===== src/rtl/axis_xor_cipher.sv =====
// axis_xor_cipher: AXI4-Stream XOR cipher with header skip, per-packet key/mode latch and encrypted-packet counter
module axis_xor_cipher #(
    parameter int C_AXIS_DATA_WIDTH  = 256,
    parameter int C_AXIS_TUSER_WIDTH = 128,
    parameter int KEY_WIDTH          = 32,
    parameter int HDR_SKIP_BYTES     = 34,
    parameter int FIFO_DEPTH_BITS    = 2
) (
    input  logic                            axis_aclk,
    input  logic                            axis_reset,
    input  logic [C_AXIS_DATA_WIDTH-1:0]    s_axis_tdata,
    input  logic [C_AXIS_DATA_WIDTH/8-1:0]  s_axis_tkeep,
    input  logic [C_AXIS_TUSER_WIDTH-1:0]   s_axis_tuser,
    input  logic                            s_axis_tvalid,
    output logic                            s_axis_tready,
    input  logic                            s_axis_tlast,
    output logic [C_AXIS_DATA_WIDTH-1:0]    m_axis_tdata,
    output logic [C_AXIS_DATA_WIDTH/8-1:0]  m_axis_tkeep,
    output logic [C_AXIS_TUSER_WIDTH-1:0]   m_axis_tuser,
    output logic                            m_axis_tvalid,
    input  logic                            m_axis_tready,
    output logic                            m_axis_tlast,
    input  logic [KEY_WIDTH-1:0]            key_in,
    input  logic                            key_valid,
    input  logic                            enable,
    output logic [31:0]                     enc_pkt_count
);
    localparam int NB    = C_AXIS_DATA_WIDTH / 8;
    localparam int KB    = KEY_WIDTH / 8;
    localparam int DEPTH = 1 << FIFO_DEPTH_BITS;

    typedef enum logic {SOP, MID} state_t;

    logic [C_AXIS_DATA_WIDTH-1:0]  mem_data [DEPTH];
    logic [NB-1:0]                 mem_keep [DEPTH];
    logic [C_AXIS_TUSER_WIDTH-1:0] mem_user [DEPTH];
    logic                          mem_last [DEPTH];
    logic [FIFO_DEPTH_BITS-1:0]    wr_ptr, rd_ptr;
    logic [FIFO_DEPTH_BITS:0]      count;
    logic                          fifo_empty, fifo_nearly_full, wr, load;

    state_t                        state;
    logic [15:0]                   word_idx;
    logic [KEY_WIDTH-1:0]          pend_key, act_key, cur_key;
    logic                          act_enc, cur_enc, m_enc;
    logic [31:0]                   abs_base;
    logic [C_AXIS_DATA_WIDTH-1:0]  head_data, xor_data;
    logic [NB-1:0]                 head_keep;
    logic [C_AXIS_TUSER_WIDTH-1:0] head_user;
    logic                          head_last;

    assign fifo_empty       = count == '0;
    assign fifo_nearly_full = count >= (FIFO_DEPTH_BITS+1)'(DEPTH - 1);
    assign s_axis_tready    = !fifo_nearly_full;
    assign wr               = s_axis_tvalid && s_axis_tready;
    assign load             = !fifo_empty && (!m_axis_tvalid || m_axis_tready);

    assign head_data = mem_data[rd_ptr];
    assign head_keep = mem_keep[rd_ptr];
    assign head_user = mem_user[rd_ptr];
    assign head_last = mem_last[rd_ptr];

    always_ff @(posedge axis_aclk) begin
        if (wr) begin
            mem_data[wr_ptr] <= s_axis_tdata;
            mem_keep[wr_ptr] <= s_axis_tkeep;
            mem_user[wr_ptr] <= s_axis_tuser;
            mem_last[wr_ptr] <= s_axis_tlast;
        end
    end

    always_ff @(posedge axis_aclk) begin
        if (axis_reset) begin
            wr_ptr <= '0;
            rd_ptr <= '0;
            count  <= '0;
        end else begin
            if (wr)
                wr_ptr <= wr_ptr + FIFO_DEPTH_BITS'(1);
            if (load)
                rd_ptr <= rd_ptr + FIFO_DEPTH_BITS'(1);
            count <= count + {{FIFO_DEPTH_BITS{1'b0}}, wr} - {{FIFO_DEPTH_BITS{1'b0}}, load};
        end
    end

    // A first word uses the pending key and live enable, which become active on its load
    assign cur_key  = (state == SOP) ? pend_key : act_key;
    assign cur_enc  = (state == SOP) ? enable : act_enc;
    assign abs_base = 32'(word_idx) * 32'(NB);

    // Data width is a multiple of the key width, so the key byte depends only on the lane
    for (genvar i = 0; i < NB; i++) begin : g_lane
        assign xor_data[8*i +: 8] = head_data[8*i +: 8] ^
            ((cur_enc && head_keep[i] && (abs_base + 32'(i) >= 32'(HDR_SKIP_BYTES)))
                ? cur_key[8*(i % KB) +: 8] : 8'h00);
    end

    always_ff @(posedge axis_aclk) begin
        if (axis_reset) begin
            state         <= SOP;
            word_idx      <= '0;
            pend_key      <= '1;
            act_key       <= '1;
            act_enc       <= 1'b1;
            m_enc         <= 1'b0;
            m_axis_tvalid <= 1'b0;
            m_axis_tdata  <= '0;
            m_axis_tkeep  <= '0;
            m_axis_tuser  <= '0;
            m_axis_tlast  <= 1'b0;
            enc_pkt_count <= '0;
        end else begin
            if (key_valid)
                pend_key <= key_in;
            if (m_axis_tvalid && m_axis_tready && m_axis_tlast && m_enc)
                enc_pkt_count <= enc_pkt_count + 32'd1;
            if (load) begin
                m_axis_tdata  <= xor_data;
                m_axis_tkeep  <= head_keep;
                m_axis_tuser  <= head_user;
                m_axis_tlast  <= head_last;
                m_axis_tvalid <= 1'b1;
                m_enc         <= cur_enc;
                state         <= head_last ? SOP : MID;
                word_idx      <= head_last ? 16'd0 :
                                 (state == SOP) ? 16'd1 :
                                 (word_idx == 16'hFFFF) ? word_idx : word_idx + 16'd1;
                if (state == SOP) begin
                    act_key <= pend_key;
                    act_enc <= enable;
                end
            end else if (m_axis_tready) begin
                m_axis_tvalid <= 1'b0;
            end
        end
    end
endmodule


===== config.mk =====
export PLATFORM = sky130hd
export DESIGN_NAME = axis_xor_cipher
export DESIGN_NICKNAME = d
export VERILOG_FILES = /design/src/rtl/axis_xor_cipher.sv
export SDC_FILE = /design/constraint.sdc
export NUM_CORES = 2
export LEC_CHECK = 0
export CORE_MARGIN = 5
export CORE_UTILIZATION = 60
export CTS_CLUSTER_SIZE = 24
export DETAILED_ROUTE_END_ITERATION = 10
export GPL_TIMING_DRIVEN = 0
export PLACE_DENSITY_LB_ADDON = 0.25
export REMOVE_ABC_BUFFERS = 1
export SLEW_MARGIN = 10
export SYNTH_ARGS = -nofsm -noshare
export SYNTH_HDL_FRONTEND = slang
export SYNTH_SLANG_ARGS = --single-unit

===== constraint.sdc =====
create_clock -name axis_aclk -period 38.8 [get_ports axis_aclk]
set_clock_uncertainty 0.15 [all_clocks]
set_input_delay 9.7 -clock axis_aclk [delete_from_list [all_inputs] [get_ports axis_aclk]]
set_output_delay 9.7 -clock axis_aclk [all_outputs]
set_load 0.01 [all_outputs]

# Word-level counts from Yosys, hierarchy flattened
# Memories as Yosys holds them, arrays and structs flattened. A register that Yosys moved wholly into a read port is not among the register bits.
# Cells that the tools add are included.
classes:
  addsub: 37
  multipliers: 0
  div_mod_pow: 0
  n_lt_le_gt_ge: 33
  n_eq_ne: 2
  shifts: 0
  n_mux: 48
  bitwise: 32
  reduce_logical: 76
op_table:
  columns: ["op", "count"]
  rows:
  - ["$ge A22 B6 Y1 const B", 31]
  - ["$add A21 B5 Y22 const B", 16]
  - ["$mux W8", 32]
  - ["$xor A8 B8 Y8", 32]
  - ["$add A21 B4 Y22 const B", 8]
  - ["$add A21 B3 Y22 const B", 4]
  - ["$logic_and A1 B1 Y1", 69]
  - ["$mux W16", 3]
  - ["$add A21 B2 Y22 const B", 2]
  - ["$add A32 B1 Y32 const B", 1]
  - ["$mux W32", 1]
  - ["$add A21 B1 Y22 const B", 1]
  - ["$ge A21 B6 Y1 const B", 1]
  - ["$add A16 B1 Y16 const B", 1]
  - ["$eq A16 B16 Y1 const B", 1]
  - ["$mux W2", 6]
  - ["$mux W1", 6]
  - ["$add A2 B1 Y2 const B", 2]
  - ["$add A3 B1 Y3", 1]
  - ["$ge A3 B2 Y1 const B", 1]
  - ["$logic_not A1 Y1", 3]
  - ["$logic_not A3 Y1", 1]
  - ["$ne A3 B3 Y1 const B", 1]
  - ["$sub A3 B1 Y3", 1]
  - ["other kinds (3)", 3]
word_totals:
  reg_bits: 412
  latchBits: 0
  ram_bits: 1668
  romBits: 0
  in_bits: 455
  out_inout_bits: 451
  word_cells: 246
  memories: 4
memory_table:
  columns: ["memory", "depth", "width", "read_ports", "rd_clocked_by_memory_dff", "wr", "line_no", "rtl"]
  rows:
  - ["mem_data", 4, 256, 1, 1, 1, "34", "logic [C_AXIS_DATA_WIDTH-1:0] mem_data [DEPTH];"]
  - ["mem_user", 4, 128, 1, 1, 1, "36", "logic [C_AXIS_TUSER_WIDTH-1:0] mem_user [DEPTH];"]
  - ["mem_keep", 4, 32, 1, 1, 1, "35", "logic [NB-1:0] mem_keep [DEPTH];"]
  - ["mem_last", 4, 1, 1, 1, 1, "37", "logic mem_last [DEPTH];"]

# Longest topological paths before layout
logic_depth:
  word_depth: 5
  ltp_mapped: 14
  mapped_depth_nobuf: 13

# Worst setup path after synthesis
# Ideal clock, no wire load.
synth_path:
  path_type: "input to register"
  from: "input port s_axis_tvalid"
  to: "memory mem_data[0][0] (enable)"
  arrival_ns: 19.169
  setup_slack_ns: 18.642
  path_stages: 1
  n_path_buf: 0
  cell_sequence: "and3_1"
synth_between:
  elab_chain_cells: 3
synth_rtl:
  columns: ["element", "line_no", "rtl"]
  rows:
  - ["from (decl)", "14", "input logic s_axis_tvalid,"]
  - ["$logic_and A1 B1 Y1", "55", "assign wr = s_axis_tvalid && s_axis_tready;"]
  - ["$mux W1", "64", "if (wr) begin"]
  - ["$mux W1 (implied by the code)", "65", "mem_data[wr_ptr] <= s_axis_tdata;"]
  - ["to (decl)", "34", null]
# Every way passes these cells.

# Final worst setup path
layout_path:
  from: "input port m_axis_tready"
  to: "register count[2]"
layout_between:
  elab_chain_cells: 3
layout_rtl:
  columns: ["element", "line_no", "rtl"]
  rows:
  - ["from (decl)", "21", "input logic m_axis_tready,"]
  - ["$logic_or A1 B1 Y1", "56", "assign load = !fifo_empty && (!m_axis_tvalid || m_axis_tready);"]
  - ["$logic_and A1 B1 Y1", "56", null]
  - ["$sub A3 B1 Y3", "82", "count <= count + {{FIFO_DEPTH_BITS{1'b0}}, wr} - {{FIFO_DEPTH_BITS{1'b0}}, load};"]
  - ["to (signal assigned)", "82", null]
  - ["to (decl)", "39", "logic [FIFO_DEPTH_BITS:0] count;"]
# Every way passes these cells.
# A chain may end at the register's enable or synchronous reset.

==> reports/metrics.csv <==
metric,value,unit
"Slew Viols, Final",0,
Post-synth EDFFs,1668,
CP max-delay cell,or2_4,
Arrival @ worst endpoint,13.50,ns
initial antenna violation count,113,
WL final,225,mm
pin count of the biggest net entering global routing,148,
DIE WIDTH,383,um
GPL Wtd Cong,0.838,
dpl hpwl,142,mm
CTS Hold Bufs,0,
Least-Margin Pin Slew,1.13,ns
kind of critical path,input port to register,
Leakage,33.1,nW
Final Net Count,6310,
Vias/cell,6.22,
top post-synthesis cells by area,"edfxtp_1 (60%), dfxtp_1 (13%), mux4_2 (11%)",
routed len/inst,28.5,um
DRC viols,0,
"Clk Latency, worst-skew pair",0.82,ns
Power Dens Cells,76.5,mW/mm^2
first-pass iteration count of the detailed router,6,
Yosys top cell by area,edfxtp_1,
"CTS clk-pin slew, worst paths",0.07,ns
max_cap viols,0,
Routed Antenna Nets,0,
Worst path max stage delay,0.67,ns
placed insts,7426,
DRT iter0 DRCs,4569,
Max IR drop VDD,0.0623,mV
RSZ-0062 raised after global routing,false,
"Worst Setup Slack, final",25.84,ns
"FFs w/ async S/R, synth",0,
# resized after CTS,0,
"Cell Chain, Critical Path","clkdlybuf4s50_1, nor2b_1, or2_4, inv_8, buf_16, ha_1, inv_1, ha_1, inv_1, fa_1, xor2_1, nor2_1",
Vias,49200,
Hold Crit Start,m_axis_tkeep[7],
IO Port Bufs,905,
Sink Count,2210,
CTS Buffer Depth,3,
worst reg2reg path startpoint,count[1],
layout cells sized above 1,0.146,
Most used DFF post-synth,edfxtp_1,
count of cell types in the netlist,53,
number of global-route vias before repair,49500,
Die Ht,383,um
Yosys warnings,0,
Hold Path Sink,m_axis_tkeep[7],
CP Launch Type,input port,
Syn-to-layout area delta,23.3,%
clk root buf,clkbuf_16,
Layout Cells excl Fill,7905,
max frequency,77.1,MHz
Syn Std Cell Area,0.0834,mm^2
hold path cells,2,
Avg Inst Size Synth,16.9,um^2
final-report setup violation count,0,
RR Endpoint,count[2],
Seq cells post-synth,2210,
IO Pins,906,
Worst Path Max Fanout,116,
Synth top area share,0.600,
status,"finished, final reports clean",
Worst Setup End Kind,register,
htree depth,4,
register area share after synthesis,0.730,
Worst R2R Path Depth,11,
first-pass GRT wire length,327,mm
initial core utilization,0.605,
Hold Path Class,register to register,
GRT Overall Usage,0.303,
grt total ovfl,0,
die area,0.147,mm^2
crit share post-route,0.334,
slack of the worst reg-to-reg path,34.71,ns
CP required,39.34,ns
Site Rows,136,
total CTS buffers,210,
Total Neg Setup Slack,0,ns
core area,0.138,mm^2
DP Worst Slack,25.05,ns
Period minus WS final,12.96,ns
final hold vios,0,
Synth Instances,4949,
TritonCTS clock tree,yes,
Post-CTS Setup Inserts,0,
slew margin rel.,0.240,
## worst max-delay path: cells and delay by family
kind / cells / cell delay [ns]
buffers and inverters: 5 / 1.40
adder cells (fa/ha/maj): 3 / 0.89
XOR/XNOR: 1 / 0.16
AND/OR/NAND/NOR: 3 / 1.22
## synth_stat cells, types with 32 or more instances
master / count
edfxtp_1: 1668
dfxtp_1: 542
nand2_1: 440
mux4_2: 417
nor2_1: 300
a211oi_1: 265
xor2_1: 258
clkbuf_1: 232
nand4_1: 181
a21oi_1: 172
nand3_1: 90
buf_2: 70
nor2b_1: 38
nand3b_1: 33
xnor2_1: 33
a211o_1: 32
## kinds of logic after synthesis
logic type / Yosys count / synth area share
adders and majority gates: 11 / 0.00174
and+or+nand+nor: 1132 / 0.0624
AOI/OAI and AO/OA: 522 / 0.0421
muxes: 446 / 0.116
xor gates and xnor gates: 291 / 0.0306
DFF: 2210 / 0.730
buffers and inverters: 337 / 0.0163
## area by class of cell
| cell class | count | area [um^2] |
|---|---|---|
| Antenna cell | 83 | 208 |
| Clock buffer | 312 | 6040 |
| Clock inverter | 84 | 771 |
| Fill cell | 7891 | 35000 |
| Inverter | 15 | 63.8 |
| Multi-Input combinational cell | 2402 | 21200 |
| Sequential cell | 2210 | 61000 |
| Tap cell | 1794 | 2240 |
| Timing Repair Buffer | 1005 | 11400 |
## report_power, final
group	internal, W	total, W	switching [W]
Combinational	0.00115	0.00262	0.00147
Clock	0.00114	0.00201	0.000863
Sequential	0.00301	0.00324	0.000226
## how the worst max path moves through the flow
stage                  startpoint       end  slack (ns)  cells past startpoint
finish              m_axis_tready  count[2]       25.84                     12
global route        m_axis_tready  count[2]       25.68                     12
CTS                 m_axis_tready  count[2]       25.88                     12
detailed placement  m_axis_tready  count[2]       25.05                     12
global placement    m_axis_tready  count[2]       -6.40                     11
floorplan           m_axis_tready  count[2]       16.51                     10
## metal layers
layer  track usage  vias up  part of all wire
li1              -    21200                 -
met1         0.379    24900              0.36
met2         0.478     2450              0.48
met3        0.0937      529              0.10
met4         0.165       66             0.054
met5             0        -            0.0020
## registers in the layout (all words and copies together), names as in the netlist, 128 cells and up, named ones only
| register | count |
|---|---|
| mem_data | 1024 |
| mem_user | 512 |
| m_axis_tdata | 256 |
| m_axis_tuser | 128 |
| mem_keep | 128 |
## stage by stage
step	hold WS [ns]	power (W)	area, um^2	util
2_1_floorplan	0.281	0.00500	82100	-
3_3_place_gp	0.291	0.00642	93400	0.678
3_5_place_dp	0.296	0.00589	95800	0.695
4_1_cts	0.304	0.00791	103000	0.745
5_1_grt	0.320	0.00820	103000	0.746
6_report	0.302	0.00787	103000	0.746
## cell usage in the layout, fill, tap and decap left out, types with 83 or more instances in the layout
master / instances
xor2_1: 258
nor2_1: 299
mux4_2: 417
clkdlybuf4s50_1: 903
nand3_1: 90
diode_2: 83
a21oi_1: 172
edfxtp_1: 1668
clkbuf_16: 216
dfxtp_1: 537
nand4_1: 181
nand2_1: 440
a211oi_1: 265
Note: power is estimated with default switching activity, not from simulation.
